File: src/rtl/meter_cmd_scheduler.sv
// Debounced six-button command scheduler: per-button debounce, pending bits, preset-first arbiter,
// command FIFO. Define SCHED_ROUND_ROBIN_EN for round-robin add arbitration (fixed order otherwise).
module meter_cmd_scheduler #(
    parameter int unsigned DEB_CYCLES = 4,
    parameter int unsigned FIFO_DEPTH = 4
) (
    input  logic       clk,
    input  logic       rst,
    input  logic       add1,
    input  logic       add2,
    input  logic       add3,
    input  logic       add4,
    input  logic       rst1,
    input  logic       rst2,
    input  logic       cmd_ready,
    output logic       cmd_valid,
    output logic [2:0] cmd_code,
    output logic [3:0] fifo_level,
    output logic [7:0] drop_cnt
);
    localparam int NumCh = 6;
    localparam int unsigned PtrW = (FIFO_DEPTH > 2) ? $clog2(FIFO_DEPTH) : 1;
    localparam logic [7:0] DebLast = 8'(DEB_CYCLES - 1);

    logic [1:0] rst_sync_q;
    logic       rst_n;

    logic [NumCh-1:0] raw;
    logic [NumCh-1:0] sync1_q, sync2_q;
    logic [NumCh-1:0] deb_q, deb_d, deb_prev_q;
    logic [NumCh-1:0] arm_q, arm_d, evt_q;
    logic [7:0]       deb_cnt_q [NumCh];
    logic [7:0]       deb_cnt_d [NumCh];
    logic [1:0]       warm_q;

    logic [NumCh-1:0] pending_q, pending_d, clr;
    logic [NumCh-1:0] grant;
    logic [2:0]       grant_code;
    logic             is_preset, pop, push, retain, full;

    logic [2:0]       mem_q [FIFO_DEPTH];
    logic [PtrW-1:0]  rd_q, rd_d, wr_q, wr_d, wr_idx;
    logic [3:0]       level_q, level_d;
    logic             valid_q, valid_d;
    logic [2:0]       code_q, code_d, head_d;
    logic [7:0]       drop_q, drop_d;
    logic [8:0]       drop_sum;

`ifdef SCHED_ROUND_ROBIN_EN
    logic [1:0] rr_q, rr_d;
`endif

    // Assert asynchronously, release on a clock edge.
    always_ff @(posedge clk or negedge rst) begin
        if (!rst) rst_sync_q <= '0;
        else      rst_sync_q <= {rst_sync_q[0], 1'b1};
    end
    assign rst_n = rst_sync_q[1];

    assign raw = {rst2, rst1, add4, add3, add2, add1};

    always_comb begin
        deb_d = deb_q;
        for (int i = 0; i < NumCh; i++) begin
            deb_cnt_d[i] = '0;
            if (sync2_q[i] != deb_q[i]) begin
                if (deb_cnt_q[i] == DebLast) deb_d[i] = sync2_q[i];
                else                         deb_cnt_d[i] = deb_cnt_q[i] + 8'd1;
            end
        end
    end

    // A channel arms only once it has been seen released, so a button held through reset is ignored.
    assign arm_d = arm_q | ({NumCh{warm_q == 2'd2}} & ~sync2_q & ~deb_q);

    always_ff @(posedge clk or negedge rst_n) begin
        if (!rst_n) begin
            sync1_q    <= '0;
            sync2_q    <= '0;
            deb_q      <= '0;
            deb_prev_q <= '0;
            arm_q      <= '0;
            evt_q      <= '0;
            warm_q     <= '0;
            for (int i = 0; i < NumCh; i++) deb_cnt_q[i] <= '0;
        end else begin
            sync1_q    <= raw;
            sync2_q    <= sync1_q;
            deb_q      <= deb_d;
            deb_prev_q <= deb_q;
            arm_q      <= arm_d;
            evt_q      <= deb_q & ~deb_prev_q & arm_q;
            warm_q     <= (warm_q == 2'd2) ? warm_q : warm_q + 2'd1;
            for (int i = 0; i < NumCh; i++) deb_cnt_q[i] <= deb_cnt_d[i];
        end
    end

    always_comb begin
        grant = '0;
        if (pending_q[4]) begin
            grant[4] = 1'b1;
        end else if (pending_q[5]) begin
            grant[5] = 1'b1;
        end else begin
`ifdef SCHED_ROUND_ROBIN_EN
            for (int k = 1; k <= 4; k++) begin
                if (grant[3:0] == '0 && pending_q[2'(rr_q + 2'(k))]) grant[2'(rr_q + 2'(k))] = 1'b1;
            end
`else
            for (int i = 3; i >= 0; i--) begin
                if (pending_q[i]) begin
                    grant    = '0;
                    grant[i] = 1'b1;
                end
            end
`endif
        end
        grant_code = '0;
        for (int i = 0; i < NumCh; i++) begin
            if (grant[i]) grant_code = 3'(i + 1);
        end
    end

    assign is_preset = grant[4] | grant[5];
    assign pop       = valid_q & cmd_ready;
    assign retain    = valid_q & ~cmd_ready;
    assign full      = (level_q == 4'(FIFO_DEPTH));
    assign push      = (|grant) & (~full | pop);
    assign rd_d      = rd_q + PtrW'(pop);

    always_comb begin
        if (push && is_preset) begin
            // Preset keeps only a head that is stalled on the meter, then queues behind it.
            wr_idx  = rd_d + PtrW'(retain);
            wr_d    = wr_idx + PtrW'(1);
            level_d = retain ? 4'd2 : 4'd1;
        end else if (push) begin
            wr_idx  = wr_q;
            wr_d    = wr_q + PtrW'(1);
            level_d = level_q + 4'd1 - 4'(pop);
        end else begin
            wr_idx  = wr_q;
            wr_d    = wr_q;
            level_d = level_q - 4'(pop);
        end
        head_d  = (push && wr_idx == rd_d) ? grant_code : mem_q[rd_d];
        valid_d = (level_d != 4'd0);
        code_d  = valid_d ? head_d : 3'd0;
    end

    always_comb begin
        clr = push ? grant : '0;
        if (push && is_preset) clr[3:0] = '1;
        pending_d = (pending_q & ~clr) | evt_q;
        drop_sum  = {1'b0, drop_q};
        for (int i = 0; i < NumCh; i++) begin
            drop_sum = drop_sum + 9'(evt_q[i] & pending_q[i]);
        end
        drop_d = (drop_sum > 9'd255) ? 8'hFF : drop_sum[7:0];
    end

`ifdef SCHED_ROUND_ROBIN_EN
    always_comb begin
        rr_d = rr_q;
        if (push) begin
            for (int i = 0; i < 4; i++) begin
                if (grant[i]) rr_d = 2'(i);
            end
        end
    end

    always_ff @(posedge clk or negedge rst_n) begin
        if (!rst_n) rr_q <= '0;
        else        rr_q <= rr_d;
    end
`endif

    always_ff @(posedge clk) begin
        if (push) mem_q[wr_idx] <= grant_code;
    end

    always_ff @(posedge clk or negedge rst_n) begin
        if (!rst_n) begin
            pending_q <= '0;
            rd_q      <= '0;
            wr_q      <= '0;
            level_q   <= '0;
            valid_q   <= 1'b0;
            code_q    <= '0;
            drop_q    <= '0;
        end else begin
            pending_q <= pending_d;
            rd_q      <= rd_d;
            wr_q      <= wr_d;
            level_q   <= level_d;
            valid_q   <= valid_d;
            code_q    <= code_d;
            drop_q    <= drop_d;
        end
    end

    assign cmd_valid  = valid_q;
    assign cmd_code   = code_q;
    assign fifo_level = level_q;
    assign drop_cnt   = drop_q;

endmodule

File: config.mk
export PLATFORM = sky130hd
export DESIGN_NAME = meter_cmd_scheduler
export DESIGN_NICKNAME = d
export VERILOG_FILES = /design/src/rtl/meter_cmd_scheduler.sv
export SDC_FILE = /design/constraint.sdc
export NUM_CORES = 1
export LEC_CHECK = 0
export BUFFER_PORTS_ARGS = -buffer_cell sky130_fd_sc_hd__buf_2
export CAP_MARGIN = 40
export CORE_UTILIZATION = 55
export DETAILED_ROUTE_END_ITERATION = 16
export PLACE_DENSITY = 0.72
export SLEW_MARGIN = 20
export SYNTH_ARGS = -nofsm -noshare
export SYNTH_HDL_FRONTEND = slang
export SYNTH_SLANG_ARGS = --single-unit
File: constraint.sdc
create_clock -name clk -period 4.8 [get_ports clk]
set_input_delay 0.96 -clock clk [delete_from_list [all_inputs] [get_ports clk]]
set_output_delay 0.96 -clock clk [all_outputs]
set_load 0.005 [all_outputs]
==> flow_summary.yaml, run 1 <==
route:
  postRouteAntennaNets: 0
  drt-total-wl_um: 9240
  drt-met1-wl_um: 4360
  vias: 3393
  viasPerCell: 5.23
  highest_layer: "met4"
  met3_length_um: 258
  remaining_drc_errors: 0
  drtIter0Drc: 145
  wl_per_cell_um: 14.2
  drtPass1Iterations: 4
  met2WireLength_um: 4490
logic_synthesis:
  ys_seq_elements: 126
  syn_area_mm2: 0.00552
  synth_cell_types: 43
  syn-num-nets: 499
  synth_enable_flop_cells: 12
  syn_inst: 465
  yosysSeqAreaShare: 0.582
  post_synth.cell_area_avg_um2: 11.9
  async_flop_share: 0.905
  synth_flop_cell: "dfrtp_1"
  ys.warnings.count: 0
setup_path:
  required_ns: 5.19
  cp-start-kind: "register"
  path_class: "register to register"
  slowest_delay_ns: 0.52
  endpoint_kind: "register"
  crit_fanout: 7
  cp_common_cell: "fa_1"
  arrival_ns: 3.54
  crit_chain: "and2_1 > fa_1 > fa_1 > fa_1 > inv_1 > fa_1 > inv_1 > a21oi_1 > nor2_1 > nand3_1 > nand2_1"
  slowest_stage: "fa_1"
sta:
  post-route-period-util: 0.657
  hold_violations: 0
  final_max_slew_viol_count: 0
  post-route-min-period_ns: 3.15
  finalSetupViolations: 0
  finClkSkew_ns: 0.00685
  fmax_ghz: 0.317
  worst_pin_slew_ns: 0.857
  slew_headroom: 0.423
  setup-tns-final_ns: 0
  rsz0062_at_grt: "false"
global_route:
  grt_usage: 0.206
  grt_max_degree: 40
  antenna_found_initial: 0
  overflow: 0
  grt_pass1_wl_um: 16000
  grt_pass1_vias: 3418
clock_tree:
  cts_root_buf: "clkbuf_8"
  clkLatencyLatePin_ns: 0.51
  ctsLongestPathBuffers: 2
  cts_hold_buf: 0
  clock-sinks: 126
  postCtsSetupBuffers: 0
  cts_tree: "yes"
  cts.clk_slew.worst_paths_ns: 0.06
  cts_made_buffers: 17
  cts-resized-gates: 0
  cts-htree-levels: 4
worst_hold_path:
  hold_class: "primary input to async pin"
run:
  maxCapViolations: 0
cells_and_area:
  area_delta_synth_final_pct: 15.1
  diodes: 0
  layout.nets: 539
  layout-drive-gt1-share: 0.145
  layoutNonFillerInstCount: 649
placement:
  io_buffers: 24
  routabilityCongestion: 0.850
  dp_cells: 619
  hpwl_um: 6260
floorplan:
  start_util: 0.565
  dieArea_mm2: 0.0104
  core_area_mm2: 0.00977
  die_w_um: 102
  num_rows: 36
  die_h_um: 102
  io_pins: 25
outcome:
  status: "complete, no violations"
power:
  powerDensity_mw_per_mm2: 642
  power_w: 0.00408
  leakage_nw: 2.97
  vdd_drop_max_mv: 0.277
==> flip-flops by register name, indices dropped and copies added (netlist names), 3 cells and up <==
| name | count |
|---|---|
| evt_q | 6 |
| sync1_q | 6 |
| cmd_code | 3 |
| drop_cnt | 8 |
| deb_q | 6 |
| arm_q | 6 |
| sync2_q | 6 |
| pending_q | 6 |
| deb_prev_q | 6 |
| deb_cnt_q | 48 |
| fifo_level | 4 |
| mem_q | 12 |
==> critical path: cells and delay by family (launching register included) <==
family / cells / cell delay (ns)
buf+inv: 2 / 0.13
compound gates: 1 / 0.26
simple gates: 4 / 0.57
fa+ha+maj: 4 / 1.65
flops: 1 / 0.43
==> worst paths after layout <==
kind | start | endpoint | slack, ns | depth (start not counted)
worst min register to register | rst_sync_q[1]$_DFF_PN0_ | deb_cnt_q[30]$_DFF_PN0_ | 0.30 | 0
worst max-delay path | pending_q[0]$_DFF_PN0_ | drop_cnt[3]$_DFF_PN0_ | 1.65 | 11
worst min-delay path | rst | rst_sync_q[1]$_DFF_PN0_ | 0.22 | 1
worst max register to register | pending_q[0]$_DFF_PN0_ | drop_cnt[3]$_DFF_PN0_ | 1.65 | 11
min in group clk | sync1_q[5]$_DFF_PN0_ | sync2_q[5]$_DFF_PN0_ | 0.35 | 0
max in group asynchronous | rst_sync_q[1]$_DFF_PN0_ | pending_q[2]$_DFF_PN0_ | 3.40 | 2
==> cells in the final DEF, fill, tap and decap left out, types with 5 or more instances in the layout <==
| cell | Yosys | final |
|---|---|---|
| and3b_1 | 5 | 5 |
| xor2_1 | 36 | 36 |
| clkbuf_16 | 0 | 17 |
| a21o_1 | 8 | 8 |
| nor4b_1 | 6 | 6 |
| dfrtp_1 | 114 | 113 |
| a21oi_1 | 13 | 13 |
| edfxtp_1 | 12 | 12 |
| nand3_1 | 34 | 34 |
| nand2_1 | 22 | 22 |
| nor3_1 | 8 | 8 |
| and3_1 | 15 | 15 |
| inv_1 | 16 | 16 |
| xnor2_1 | 17 | 17 |
| buf_2 | 2 | 24 |
| mux2_2 | 9 | 9 |
| o21ai_0 | 11 | 11 |
| and2_1 | 13 | 13 |
| ha_1 | 21 | 21 |
| nor2_1 | 59 | 59 |
==> stage by stage <==
stage / cell area [um^2] / hold WS, ns / utilization / worst slack (ns)
final: 6360 / 0.221 / 0.651 / 1.65
after global routing: 6360 / 0.190 / 0.651 / 1.44
after CTS: 6360 / 0.191 / 0.651 / 1.64
after detailed placement: 5810 / 0.325 / 0.594 / 1.65
after global placement: 5780 / 0.334 / 0.592 / 1.74
after floorplan: 5520 / 0.331 / - / 1.39
==> power by group <==
group / total [W] / switching (W) / internal, W
Sequential: 0.00166 / 0.000234 / 0.00143
Clock: 0.00117 / 0.000426 / 0.000749
Combinational: 0.00124 / 0.000671 / 0.000572
Total: 0.00408 / 0.00133 / 0.00275
==> metal layers <==
metal | track usage | vias to the layer above
met1 | 0.271 | 1669
li1 | - | 1656
met3 | 0.0643 | 14
met5 | 0 | -
met4 | 0.0923 | 0
met2 | 0.318 | 54
==> cells by family after synthesis <==
logic type,count (synthesis),share of synthesized area
xor gates and xnor gates,54,0.0881
and+or+nand+nor,180,0.166
other,1,0.000679
AOI/OAI and AO/OA,42,0.0471
DFF,126,0.582
buffers and inverters,22,0.0181
adders and majority gates,25,0.0621
muxes,15,0.0360
==> layout make-up <==
class | instances | area [um^2]
Clock inverter | 6 | 57.6
Timing Repair Buffer | 27 | 155
Sequential cell | 126 | 3220
Clock buffer | 24 | 492
Inverter | 16 | 60.1
Fill cell | 754 | 3420
Multi-Input combinational cell | 317 | 2210
Tap cell | 133 | 166
==> synthesized netlist by cell type (2+ instances only) <==
cell      instances  area share
inv_1            16       0.011
buf_6             2      0.0041
a21o_1            8       0.011
and3_1           15       0.017
mux2_2            9       0.018
nand2_1          22       0.015
or2_2             2      0.0023
mux2i_1           3      0.0054
nor3b_1           3      0.0041
nand2b_1          3      0.0034
nor3_1            8      0.0072
o21bai_1          4      0.0054
clkbuf_1          2      0.0014
edfxtp_1         12       0.065
a21o_2            2      0.0032
or3_1             2      0.0023
xnor2_1          17       0.027
and2_1           13       0.015
mux4_2            3       0.012
nand3_1          34       0.031
buf_2             2      0.0018
o21a_1            2      0.0027
fa_1              4       0.014
dfrtp_1         114        0.52
ha_1             21       0.048
nor4b_1           6      0.0095
o21ai_0          11       0.010
and3b_1           5      0.0079
xor2_1           36       0.057
a21oi_1          13       0.012
nor2_1           59       0.040
Note: power is estimated with default switching activity, not from simulation.
==> run 2, diff against run 1 <==
==> constraint.sdc (replaced) <==
create_clock -name clk -period 3.2 [get_ports clk]
set_input_delay 0.64 -clock clk [delete_from_list [all_inputs] [get_ports clk]]
set_output_delay 0.64 -clock clk [all_outputs]
set_load 0.005 [all_outputs]
==> flow_summary.yaml, run 2 (same netlist as run 1, synthesis figures left out) <==
global_route:
  grt_pass1_wl_um: 15400
  overflow: 0
  grt_pass1_vias: 3489
  grt_max_degree: 81
  antenna_found_initial: 0
  grt_usage: 0.192
clock_tree:
  cts_tree: "yes"
  clock-sinks: 126
  cts_made_buffers: 17
  cts.clk_slew.worst_paths_ns: 0.06
  ctsLongestPathBuffers: 2
  cts_root_buf: "clkbuf_8"
  clkLatencyLatePin_ns: 0.50
  postCtsSetupBuffers: 0
  cts-htree-levels: 4
floorplan:
  die_h_um: 102
  die_w_um: 102
  num_rows: 36
  core_area_mm2: 0.00977
  start_util: 0.565
  dieArea_mm2: 0.0104
  io_pins: 25
setup_path:
  endpoint_kind: "register"
  cp_common_cell: "fa_1"
  slowest_stage: "fa_1"
  required_ns: 3.57
  reg2reg_from: "pending_q[2]$_DFF_PN0_"
  r2r-end: "drop_cnt[0]$_DFF_PN0_"
  path_class: "register to register"
  reg2reg_depth: 11
  cp_num_buf_inv: 2
  slowest_delay_ns: 0.52
  crit_chain: "and2_1 > fa_1 > fa_1 > fa_1 > inv_1 > fa_1 > inv_1 > a21oi_2 > nor2_1 > nand3_1 > nand2b_1"
  arrival_ns: 3.42
  cp-start-kind: "register"
  crit_fanout: 6
  path_delay_family: "adder cells"
  ff2ff_setup_slack_ns: 0.15
cells_and_area:
  nFillCells: 761
  regMostFlops: "deb_cnt_q"
  layout-drive-gt1-share: 0.152
  diodes: 0
  area_delta_synth_final_pct: 16.6
  most-common-layout-cells: "dfrtp_1, nor2_1, xor2_1"
  final_area_mm2: 0.00644
  final_common_cell: "dfrtp_1"
  layout.nets: 541
  largest_reg_flops: 48
route:
  viasPerCell: 5.27
  postRouteAntennaNets: 0
  drt-total-wl_um: 8730
  wl_per_cell_um: 13.4
  drtPass1Iterations: 4
  drtIter0Drc: 140
  remaining_drc_errors: 0
  vias: 3441
sta:
  slew_headroom: 0.558
  post-route-period-util: 0.953
  post-route-min-period_ns: 3.05
  finClkSkew_ns: 0.0150
  rsz0062_at_grt: "false"
  finalSetupViolations: 0
  worst_pin_slew_ns: 0.657
  setup-tns-final_ns: 0
  hold_violations: 0
  final_max_slew_viol_count: 0
  fmax_ghz: 0.328
power:
  pwr-share-seq: 0.391
  p_comb_frac: 0.303
  powerDensity_mw_per_mm2: 978
  vdd_drop_max_mv: 0.541
  p_sw_w: 0.00202
  swShare: 0.321
  intPower_w: 0.00428
  leakage_nw: 2.99
  clock_power_share: 0.306
worst_hold_path:
  min_path_cells: 1
  hold_start: "add4"
  holdPathEnd: "sync1_q[3]$_DFF_PN0_"
  hold_class: "primary input to register"
run:
  maxCapViolations: 0
placement:
  post_dp_cell_area_mm2: 0.00582
  hpwl_um: 5970
  io_buffers: 24
  routabilityCongestion: 0.820
outcome:
  status: "complete, no violations"
[run 2: layout make-up]
| type | count | area, um^2 | area share |
|---|---|---|---|
| multi-input combinational | 317 | 2210 | 0.344 |
| clock inverter | 15 | 194 | 0.0301 |
| sequential | 126 | 3220 | 0.500 |
| tap | 133 | 166 | 0.0258 |
| inverter | 16 | 60.1 | 0.00933 |
| clock buffer | 17 | 414 | 0.0643 |
| timing repair buffer | 29 | 173 | 0.0268 |
[run 2: repair_timing]
action	in CTS	in global routing
setup endpoints to repair	0	6
endpoints found under the hold margin	2	0
resized for setup	0	1
hold buffers	1	0
[run 2: per-stage QoR]
| step | utilization | power (W) | hold slack [ns] | std cells | worst slack (ns) |
|---|---|---|---|---|---|
| after floorplan | - | 0.00386 | 0.331 | 465 | 0.262 |
| after global placement | 0.595 | 0.00429 | 0.282 | 620 | 0.162 |
| after detailed placement | 0.595 | 0.00437 | 0.285 | 620 | 0.103 |
| after CTS | 0.658 | 0.00637 | 0.226 | 653 | 0.0920 |
| after global routing | 0.659 | 0.00675 | 0.221 | 653 | 0.0295 |
| final | 0.659 | 0.00629 | 0.244 | 653 | 0.152 |
[run 2: routing by layer]
layer | vias up | share of wire | track usage | wire length (um)
met4 | 0 | 0.012 | 0.0692 | 106
met2 | 40 | 0.50 | 0.329 | 4370
li1 | 1672 | - | - | -
met3 | 7 | 0.020 | 0.0472 | 171
met1 | 1722 | 0.47 | 0.238 | 4070
met5 | - | 0 | 0 | 0
[run 2: worst reg2reg max path: cells and delay by family (launching register included)]
| family | cells | cell delay [ns] |
|---|---|---|
| buffers and inverters | 2 | 0.15 |
| DFF | 1 | 0.42 |
| AOI/OAI and AO/OA | 1 | 0.18 |
| and+or+nand+nor | 4 | 0.54 |
| adders and majority gates | 4 | 1.64 |
[run 2: how the worst max path moves through the flow]
stage | startpoint | end | slack [ns] | cells past startpoint
floorplan | pending_q[0]$_DFF_PN0_ | drop_cnt[0]$_DFF_PN0_ | 0.26 | 11
global placement | pending_q[2]$_DFF_PN0_ | drop_cnt[0]$_DFF_PN0_ | 0.16 | 11
detailed placement | pending_q[2]$_DFF_PN0_ | drop_cnt[2]$_DFF_PN0_ | 0.10 | 11
CTS | pending_q[2]$_DFF_PN0_ | drop_cnt[2]$_DFF_PN0_ | 0.09 | 11
global route | pending_q[2]$_DFF_PN0_ | drop_cnt[2]$_DFF_PN0_ | 0.03 | 11
finish | pending_q[2]$_DFF_PN0_ | drop_cnt[0]$_DFF_PN0_ | 0.15 | 11
[run 2: power groups by stage]
stage	clock, W	combinational, W	sequential, W
final	0.00193	0.00191	0.00246
after global placement	0	0.00183	0.00246
after global routing	0.00204	0.00218	0.00253
after CTS	0.00197	0.00193	0.00246
after detailed placement	0	0.00189	0.00248
after floorplan	0	0.00144	0.00242
